### src/rtl/read_buf_pkg.sv
// Shared definitions for the read prefetch buffer.
// Holds the control FSM state encoding and the default parameter values
// used by read_prefetch_buffer.
package read_buf_pkg;

    localparam int WORD_W_DEF     = 16;
    localparam int BYTE_W_DEF     = 8;
    localparam int DEPTH_DEF      = 4;
    localparam int ROW_W_DEF      = 13;
    localparam int START_ROWS_DEF = 3;

    // Binary-encoded control states.
    typedef enum logic [1:0] {
        ST_IDLE = 2'd0,
        ST_FILL = 2'd1,
        ST_RUN  = 2'd2
    } state_t;

endpackage

### src/rtl/strobe_sync.sv
// Brings the asynchronous consumer strobe into the CLK_48MHZ domain and
// turns each rising edge into a single-cycle pulse.
// Ports:
//   CLK_48MHZ  in   system clock
//   RESET      in   asynchronous, active-low reset
//   d          in   asynchronous strobe
//   pulse      out  one-cycle pulse per rising edge of d
// Timing: a rising edge sampled by s0 on clock edge N produces pulse high
// after clock edge N+2 (two sync flops plus a registered edge detect).
module strobe_sync (
    input  logic CLK_48MHZ,
    input  logic RESET,
    input  logic d,
    output logic pulse
);

    logic s0;
    logic s1;
    logic s2;

    always_ff @(posedge CLK_48MHZ or negedge RESET) begin
        if (!RESET) begin
            s0    <= 1'b0;
            s1    <= 1'b0;
            s2    <= 1'b0;
            pulse <= 1'b0;
        end else begin
            s0    <= d;
            s1    <= s0;
            s2    <= s1;
            pulse <= s1 & ~s2;
        end
    end

endmodule

### src/rtl/read_prefetch_buffer.sv
// Word-to-byte read prefetch buffer.
// Once the writer has produced START_ROWS rows, the buffer fetches memory
// words one request at a time into a DEPTH-word FIFO. After the FIFO first
// fills, each consumer strobe delivers the next byte (LS byte first).
// Ports:
//   CLK_48MHZ   in   system clock
//   RESET       in   asynchronous, active-low reset
//   NEXT_BYTE   in   asynchronous consumer strobe, one byte per rising edge
//   DATA_READ   in   memory read data (WORD_W)
//   DATA_VALID  in   one-cycle strobe qualifying DATA_READ
//   ROW_WRITE   in   rows written so far by the writer (unsigned)
//   READ_CMD    out  word request, high until DATA_VALID
//   BYTE_OUT    out  most recently delivered byte
//   BYTE_STB    out  one-cycle pulse when BYTE_OUT updates
//   UNDERRUN    out  sticky: byte requested while FIFO was empty
//   LEVEL       out  words currently held in the FIFO
//   fsm_state   out  current control state (debug visibility)
// Memory handshake: READ_CMD is the outstanding-request flag. It rises only
// when no request is outstanding and there is room for one more word, stays
// high until a cycle with DATA_VALID=1 (that cycle's DATA_READ is captured),
// and is low the following cycle. DATA_VALID while READ_CMD=0 is ignored.
module read_prefetch_buffer
    import read_buf_pkg::*;
#(
    parameter int WORD_W     = WORD_W_DEF,
    parameter int BYTE_W     = BYTE_W_DEF,
    parameter int DEPTH      = DEPTH_DEF,
    parameter int ROW_W      = ROW_W_DEF,
    parameter int START_ROWS = START_ROWS_DEF
) (
    input  logic                       CLK_48MHZ,
    input  logic                       RESET,
    input  logic                       NEXT_BYTE,
    input  logic [WORD_W-1:0]          DATA_READ,
    input  logic                       DATA_VALID,
    input  logic [ROW_W-1:0]           ROW_WRITE,
    output logic                       READ_CMD,
    output logic [BYTE_W-1:0]          BYTE_OUT,
    output logic                       BYTE_STB,
    output logic                       UNDERRUN,
    output logic [$clog2(DEPTH):0]     LEVEL,
    output logic [1:0]                 fsm_state
);

    localparam int BPW   = WORD_W / BYTE_W;
    localparam int IDX_W = (BPW > 1) ? $clog2(BPW) : 1;
    localparam int PTR_W = $clog2(DEPTH);
    localparam int LVL_W = PTR_W + 1;

    localparam logic [IDX_W-1:0] LAST_IDX = IDX_W'(BPW - 1);
    localparam logic [LVL_W-1:0] FULL_LVL = LVL_W'(DEPTH);

    state_t              state_q;
    state_t              state_d;
    logic                read_cmd_q;
    logic [IDX_W-1:0]    idx_q;
    logic [PTR_W-1:0]    wr_ptr_q;
    logic [PTR_W-1:0]    rd_ptr_q;
    logic [LVL_W-1:0]    level_q;
    logic [BYTE_W-1:0]   byte_q;
    logic                stb_q;
    logic                underrun_q;
    logic [WORD_W-1:0]   mem [DEPTH];

    logic                nb_pulse;
    logic                do_push;
    logic                do_pop;
    logic                do_deliver;
    logic                do_underrun;
    logic                req_issue;
    logic [WORD_W-1:0]   head_word;
    logic [BYTE_W-1:0]   head_byte;

    strobe_sync u_sync (
        .CLK_48MHZ (CLK_48MHZ),
        .RESET     (RESET),
        .d         (NEXT_BYTE),
        .pulse     (nb_pulse)
    );

    assign head_word = mem[rd_ptr_q];
    assign head_byte = head_word[idx_q*BYTE_W +: BYTE_W];

    // Next-state and per-cycle control decisions.
    always_comb begin
        state_d     = state_q;
        do_push     = read_cmd_q & DATA_VALID;
        do_pop      = 1'b0;
        do_deliver  = 1'b0;
        do_underrun = 1'b0;
        // The outstanding request counts against capacity, so with one
        // already in flight no new request may start.
        req_issue   = !read_cmd_q && (state_q != ST_IDLE) && (level_q < FULL_LVL);

        case (state_q)
            ST_IDLE: begin
                if (ROW_WRITE >= ROW_W'(START_ROWS)) begin
                    state_d = ST_FILL;
                end
            end
            ST_FILL: begin
                if (level_q == FULL_LVL) begin
                    state_d = ST_RUN;
                end
            end
            ST_RUN: begin
                if (nb_pulse) begin
                    if (level_q != '0) begin
                        do_deliver = 1'b1;
                        do_pop     = (idx_q == LAST_IDX);
                    end else begin
                        do_underrun = 1'b1;
                    end
                end
            end
            default: begin
                state_d = ST_IDLE;
            end
        endcase
    end

    always_ff @(posedge CLK_48MHZ or negedge RESET) begin
        if (!RESET) begin
            state_q <= ST_IDLE;
        end else begin
            state_q <= state_d;
        end
    end

    // Request flag, pointers, level and byte output.
    always_ff @(posedge CLK_48MHZ or negedge RESET) begin
        if (!RESET) begin
            read_cmd_q <= 1'b0;
            idx_q      <= '0;
            wr_ptr_q   <= '0;
            rd_ptr_q   <= '0;
            level_q    <= '0;
            byte_q     <= '0;
            stb_q      <= 1'b0;
            underrun_q <= 1'b0;
        end else begin
            if (do_push) begin
                read_cmd_q <= 1'b0;
            end else if (req_issue) begin
                read_cmd_q <= 1'b1;
            end

            stb_q <= do_deliver;
            if (do_deliver) begin
                byte_q <= head_byte;
                idx_q  <= do_pop ? '0 : idx_q + IDX_W'(1);
            end

            if (do_underrun) begin
                underrun_q <= 1'b1;
            end

            if (do_push) begin
                wr_ptr_q <= wr_ptr_q + PTR_W'(1);
            end
            if (do_pop) begin
                rd_ptr_q <= rd_ptr_q + PTR_W'(1);
            end

            case ({do_push, do_pop})
                2'b10:   level_q <= level_q + LVL_W'(1);
                2'b01:   level_q <= level_q - LVL_W'(1);
                default: level_q <= level_q;
            endcase
        end
    end

    // Word storage is left unreset; only pointers and level define content.
    always_ff @(posedge CLK_48MHZ) begin
        if (do_push) begin
            mem[wr_ptr_q] <= DATA_READ;
        end
    end

    assign READ_CMD  = read_cmd_q;
    assign BYTE_OUT  = byte_q;
    assign BYTE_STB  = stb_q;
    assign UNDERRUN  = underrun_q;
    assign LEVEL     = level_q;
    assign fsm_state = state_q;

endmodule

### config.mk
export PLATFORM = sky130hd
export DESIGN_NAME = read_prefetch_buffer
export DESIGN_NICKNAME = d
export VERILOG_FILES = /design/src/rtl/read_buf_pkg.sv /design/src/rtl/strobe_sync.sv /design/src/rtl/read_prefetch_buffer.sv
export SDC_FILE = /design/constraint.sdc
export NUM_CORES = 1
export LEC_CHECK = 0
export CAP_MARGIN = 0
export CORE_MARGIN = 1.5
export CORE_UTILIZATION = 49
export CTS_CLUSTER_DIAMETER = 120
export CTS_CLUSTER_SIZE = 14
export DETAILED_ROUTE_END_ITERATION = 8
export GPL_ROUTABILITY_DRIVEN = 0
export PLACE_DENSITY = 0.82
export SLEW_MARGIN = 20
export SYNTH_ARGS = -nofsm -noshare
export SYNTH_HDL_FRONTEND = slang
export SYNTH_SLANG_ARGS = --single-unit
### constraint.sdc
create_clock -name CLK_48MHZ -period 1.7 [get_ports CLK_48MHZ]
set_input_delay 0.34 -clock CLK_48MHZ [delete_from_list [all_inputs] [get_ports CLK_48MHZ]]
set_output_delay 0.34 -clock CLK_48MHZ [all_outputs]
set_load 0.02 [all_outputs]
==> results by group, run 1 <==
Power
  • Worst vdd ir: 0.0007894 V
  • Power per cell area: 1264 nW/µm²
  • Clk pwr share: 0.255
  • Internal power: 4110 µW
  • P_sw: 1712 µW
  • Sequential share of power: 0.489
  • Cell leakage power: 0.001798 µW
  • Switching share of power: 0.2941
  • Final Total Pwr: 5822 µW
  • Combinational power share: 0.256

Setup path
  • Worst setup path category: reg2reg
  • CP startpoint kind: register
  • Slowest CP cell: dfrtp_2
  • Worst-path maximum fanout: 2
  • Critical path required time: 1.98 ns
  • Critical path's top delay family: adder cells
  • Slowest Stage Delay on Critical Path: 0.41 ns
  • CP arrival: 2.12 ns
  • CP bufs+invs: 1
  • Critical-path cell list: nand3b_4, nor3b_4, ha_2, inv_2, fa_2, xor2_1, nor2_1, xor2_1
  • Critical path's most frequent cell: xor2_1
  • Nature of the critical path endpoint: register

Timing
  • Hold Violations, Final: 0
  • Worst-Margin Slew: 0.4040 ns
  • Max_slew headroom: 0.7300
  • Final worst path period share: 1.082
  • Final setup fails: 3
  • Clk_skew: 0.006919 ns
  • Min setup slack post-route: -0.1397 ns
  • Max Slew Vio Count: 0
  • Setup_tns: -0.2680 ns
  • RSZ-0062 raised after global routing: yes
  • Max frequency: 543.6 MHz
  • Minimum clock period: 1.840 ns

Cells and area
  • Commonest non-fill, non-tap cells in the layout: edfxtp_1, clkdlybuf4s50_1, dfrtp_1
  • Commonest non-fill, non-tap cell in the layout: edfxtp_1
  • Sequential cell area: 2551 µm²
  • Antenna diodes: 0
  • Post-Layout Inst Area: 4606 µm²
  • Share of layout cells above drive strength 1: 0.2295
  • Fin nets: 326
  • Multi-input combinational cell area: 969.7 µm²
  • Layout area overhead: 27.72%
  • FILL cells: 537

Floorplanning
  • Row cnt: 31
  • Die span in y: 88.79 µm
  • Die X-Extent: 88.79 µm
  • Ports: 49
  • Starting Density: 0.5025
  • Core Region: 7176 µm²
  • Die area: 7883 µm²

Global routing
  • Initial antenna violation count: 0
  • First-pass GRT wire length: 10.27 mm
  • Total gr overflow: 0
  • Number of global-route vias before repair: 2103
  • Total Routing Usage GR: 0.1859
  • Pin count of the biggest net entering global routing: 26

CTS
  • Maximum root-to-sink buffer count: 2
  • CTS buffer count: 9
  • Clock Sinks: 89
  • H-tree levels: 3
  • Latest clock arrival within the worst-skew pair: 0.36 ns
  • Root Buffer: clkbuf_8
  • CTS clk-pin slew, worst paths: 0.09 ns
  • CTS tree: built

Logic synthesis
  • Mean Syn Cell Area: 17.09 µm²
  • Area leader, netlist: edfxtp_1
  • Synthesized Nets: 250
  • Yosys reg bits: 89
  • Synth area leaders: edfxtp_1, dfrtp_1, mux2i_1, mux2_1, o31ai_2
  • Post-synth ARST share: 0.2809
  • Sequential area share after synthesis: 0.7065
  • Post-Syn Instances: 211
  • Yosys top cell area share: 0.5330
  • EDFF count, synth: 64
  • Netlist cell types: 34
  • Yosys warnings: 0
  • Post-synthesis cell area: 3606 µm²
  • Main synth FF type: edfxtp_1

Detailed routing
  • ANT nets after route: 0
  • Wire length per cell: 17.21 µm
  • DRT Wirelength: 6.729 mm
  • First drt pass iteration count: 4
  • DRT iter0 DRCs: 90
  • Number of vias per cell: 5.199
  • Routed via count: 2033
  • DRC violations left: 0

Placed design
  • DP HPWL: 4.543 mm
  • Worst slack at placement: -0.2164 ns
  • Area after DPL: 4402 µm²
  • Port bufs: 48

Job
  • Max-Cap Viols: 0

Worst hold path
  • Tightest Hold Check Type: in2async

Run status
  • Run status: finished, violations left
  • Failing checks: negative setup slack
==> flip-flops by register name, summed over array words and instances, names as in the netlist <==
name / count
BYTE_OUT: 8
wr_ptr_q: 2
LEVEL: 3
fsm_state: 2
BYTE_STB: 1
u_sync.pulse: 1
u_sync.s2: 1
u_sync.s1: 1
UNDERRUN: 1
rd_ptr_q: 2
READ_CMD: 1
u_sync.s0: 1
mem: 64
idx_q: 1
==> power groups by stage <==
stage | logic (µW) | clock network (µW) | registers (µW)
after floorplan | 614 | 0 | 3040
after global placement | 1500 | 0 | 2870
after detailed placement | 1550 | 0 | 2900
after CTS | 1510 | 1520 | 2850
after global routing | 1620 | 1580 | 2880
final | 1490 | 1480 | 2850
==> timing repair <==
| item | in CTS | in global routing |
|---|---|---|
| pin swaps | 4 | 1 |
| endpoints found under the setup margin | 12 | 5 |
| buffers inserted | 1 | 0 |
| gates resized for setup | 9 | 2 |
| hold buffers | 0 | 0 |
| cloned | 0 | 0 |
==> per-layer routing <==
layer  vias to the layer above  wire (µm)  GRT usage
li1                        964          -          -
met1                      1000       2841     0.2207
met2                        57       3424     0.3237
met3                        12        352    0.05504
met4                         0        111    0.06392
met5                         -          0          0
==> worst reg2reg max path, delay by kind of cell, from the launching register on <==
| kind | cells | cell delay, ns |
|---|---|---|
| adders and majority gates | 2 | 0.54 |
| buffers and inverters | 1 | 0.04 |
| xor gates and xnor gates | 2 | 0.28 |
| DFF | 1 | 0.41 |
| and+or+nand+nor | 3 | 0.49 |
==> path summary, 6_finish.rpt <==
kind	cells past startpoint	slack, ns	end	from
worst max-delay path	8	-0.14	LEVEL[2]	fsm_state[0]
worst min-delay path	2	0.35	BYTE_OUT[5]	RESET
worst max register to register	8	-0.14	LEVEL[2]	fsm_state[0]
worst min register to register	0	0.38	u_sync.s1	u_sync.s0
max in group asynchronous	2	1.08	LEVEL[2]	RESET
min in group CLK_48MHZ	0	0.38	u_sync.s1	u_sync.s0
==> area by class of cell <==
type	instances	share of cell area
clock inverter	6	0.01630
timing repair buffer	74	0.1589
sequential	89	0.5539
multi-input combinational	106	0.2105
tap	99	0.02689
clock buffer	10	0.02771
inverter	7	0.005705
==> through the flow <==
| stage | hold slack, ns | util | cells |
|---|---|---|---|
| floorplan | 0.04441 | - | 211 |
| global placement | 0.3412 | 0.6134 | 374 |
| detailed placement | 0.3642 | 0.6134 | 374 |
| CTS | 0.3455 | 0.6412 | 391 |
| global route | 0.3719 | 0.6418 | 391 |
| finish | 0.3525 | 0.6418 | 391 |
==> cell families (layout without fill, tap and decap cells) <==
group / Yosys count / after routing / share of synthesized area
compound gates: 34 / 34 / 0.07634
xor+xnor: 7 / 7 / 0.01700
fa+ha+maj: 6 / 6 / 0.02290
buf+inv: 16 / 97 / 0.02776
flops: 89 / 89 / 0.7065
mux: 36 / 36 / 0.1058
simple gates: 23 / 23 / 0.04372
==> synth_stat cells, types with 2 or more instances <==
library cell / number
edfxtp_1: 64
dfrtp_1: 25
mux2i_1: 19
mux2_1: 9
a22o_1: 8
mux2_2: 8
o21ai_0: 8
o22ai_1: 8
o31ai_2: 8
inv_1: 7
ha_1: 5
and3_1: 4
xor2_1: 4
buf_6: 3
nand2_1: 3
nor4_1: 3
xnor2_1: 3
buf_1: 2
buf_2: 2
nand4_1: 2
nor2_1: 2
nor2b_1: 2
(Power assumes the default switching activity.)
==> run 2: changes to the inputs <==
--- a/config.mk
+++ b/config.mk
@@ -13,6 +13,8 @@
 export DETAILED_ROUTE_END_ITERATION = 8
 export GPL_ROUTABILITY_DRIVEN = 0
 export PLACE_DENSITY = 0.82
+export REMOVE_ABC_BUFFERS = 1
+export SKIP_LAST_GASP = 1
 export SLEW_MARGIN = 20
 export SYNTH_ARGS = -nofsm -noshare
 export SYNTH_HDL_FRONTEND = slang
==> run 2 against run 1 <==
The flow still finishes with violations (negative setup slack). Sequential power barely moved. Worst hold slack improved by 0.022 ns. Utilization rose by 0.54 points. Die area did not move. Clock power rose by 6%.
==> results by group, run 2 (same netlist as run 1, synthesis figures left out) <==
Timing
  • Final setup fails: 2
  • Max Slew Vio Count: 0
  • Min setup slack post-route: -0.1179 ns
  • Max frequency: 550.1 MHz
  • Setup_tns: -0.1181 ns
  • Minimum clock period: 1.818 ns
  • Clk_skew: 0.01211 ns
  • Hold Violations, Final: 0
  • Worst-Margin Slew: 0.3751 ns
  • Final worst path period share: 1.069
  • RSZ-0062 raised after global routing: yes
  • Hold WS: 0.3748 ns
  • Max_slew headroom: 0.7499

CTS
  • CTS buffer count: 9
  • Root Buffer: clkbuf_8
  • Maximum root-to-sink buffer count: 2
  • Latest clock arrival within the worst-skew pair: 0.36 ns
  • Clock Sinks: 89
  • CTS tree: built
  • CTS clk-pin slew, worst paths: 0.08 ns
  • Hold_buf cts: 0
  • H-tree levels: 3

Floorplanning
  • Die span in y: 88.79 µm
  • Row cnt: 31
  • Die X-Extent: 88.79 µm
  • Core Region: 7176 µm²
  • Starting Density: 0.5025
  • Die area: 7883 µm²
  • Ports: 49

Setup path
  • Critical-path cell list: nand3b_4, nor3b_4, ha_2, inv_2, fa_2, xor2_1, nor2_1, xor2_1
  • Worst setup path category: reg2reg
  • Slowest Stage Delay on Critical Path: 0.38 ns
  • Slowest CP cell: dfrtp_1
  • CP arrival: 2.10 ns
  • CP startpoint kind: register
  • Worst-path maximum fanout: 2
  • Critical path required time: 1.98 ns
  • Critical path's most frequent cell: xor2_1
  • Nature of the critical path endpoint: register

Detailed routing
  • DRT Wirelength: 6.624 mm
  • DRT iter0 DRCs: 123
  • Number of vias per cell: 5.248
  • Wire length per cell: 16.94 µm
  • Routed via count: 2052
  • ANT nets after route: 0
  • DRC violations left: 0
  • First drt pass iteration count: 4

Power
  • Worst vdd ir: 0.0008241 V
  • Cell leakage power: 0.001845 µW
  • Power per cell area: 1274 nW/µm²

Global routing
  • Initial antenna violation count: 0
  • Total Routing Usage GR: 0.1792
  • First-pass GRT wire length: 9.991 mm
  • Pin count of the biggest net entering global routing: 26
  • Total gr overflow: 0
  • Number of global-route vias before repair: 2042

Worst hold path
  • Tightest Hold Check Type: reg2reg

Job
  • Max-Cap Viols: 0

Cells and area
  • FILL cells: 517
  • Layout area overhead: 28.80%
  • Max FFs per register: 64
  • Fin nets: 326
  • Antenna diodes: 0
  • Post-Layout Inst Area: 4644 µm²
  • Top reg by flops: mem
  • Final Core Density: 0.6473
  • Share of layout cells above drive strength 1: 0.2226
  • Commonest non-fill, non-tap cells in the layout: edfxtp_1, clkdlybuf4s50_1, dfrtp_1
  • Commonest non-fill, non-tap cell in the layout: edfxtp_1

Run status
  • Run status: finished, violations left
  • Failing checks: negative setup slack

Placed design
  • Area after DPL: 4379 µm²
  • DP HPWL: 4.348 mm
  • Port bufs: 48
-- run 2: stage by stage --
stage | worst slack (ns) | power, µW | cells
after global routing | -0.2303 | 6194 | 391
after detailed placement | -0.2508 | 4414 | 373
after floorplan | -0.5147 | 3616 | 202
final | -0.1179 | 5917 | 391
after global placement | -0.1969 | 4346 | 373
after CTS | -0.1567 | 5972 | 391
-- run 2: worst max-delay path: cells and delay by family, from the launching register on --
family        cells  cell delay (ns)
fa+ha+maj         2             0.55
simple gates      3             0.49
flops             1             0.38
buf+inv           1             0.04
xor+xnor          2             0.29
-- run 2: path summary, 6_finish.rpt --
check                           slack (ns)         start  cells after the start         to
worst max-delay path                 -0.12  fsm_state[0]                      8   LEVEL[2]
worst min-delay path                  0.37     u_sync.s0                      0  u_sync.s1
worst max register to register       -0.12  fsm_state[0]                      8   LEVEL[2]
worst min register to register        0.37     u_sync.s0                      0  u_sync.s1
max in group asynchronous             1.07         RESET                      2   READ_CMD
min in group asynchronous             0.38         RESET                      2      idx_q
-- run 2: power breakdown --
| part | switching [µW] | internal [µW] | total, µW | leakage [µW] |
|---|---|---|---|---|
| registers | 144 | 2700 | 2840 | 0.000901 |
| logic | 793 | 705 | 1500 | 0.000835 |
| clock network | 735 | 838 | 1570 | 0.000108 |
-- run 2: per-layer routing --
layer / global-route usage / vias up / routed length (µm)
met5: 0 / - / 0
met4: 0.05682 / 0 / 64
met3: 0.05877 / 8 / 344
met2: 0.3044 / 55 / 3382
met1: 0.2177 / 1025 / 2832
li1: - / 964 / -
-- run 2: area by class of cell --
cell class,count,area [µm²],area share
Inverter,7,26.28,0.005657
Multi-Input combinational cell,106,983.4,0.2117
Clock inverter,6,92.59,0.01994
Tap cell,99,123.9,0.02667
Sequential cell,89,2547,0.5485
Timing Repair Buffer,74,743.2,0.1600
Clock buffer,10,127.6,0.02748
-- run 2: repair_timing --
item | CTS | global route
endpoints found under the setup margin | 10 | 9
gates resized for setup | 12 | 7
setup buffers | 2 | 0
pin swaps | 4 | 4
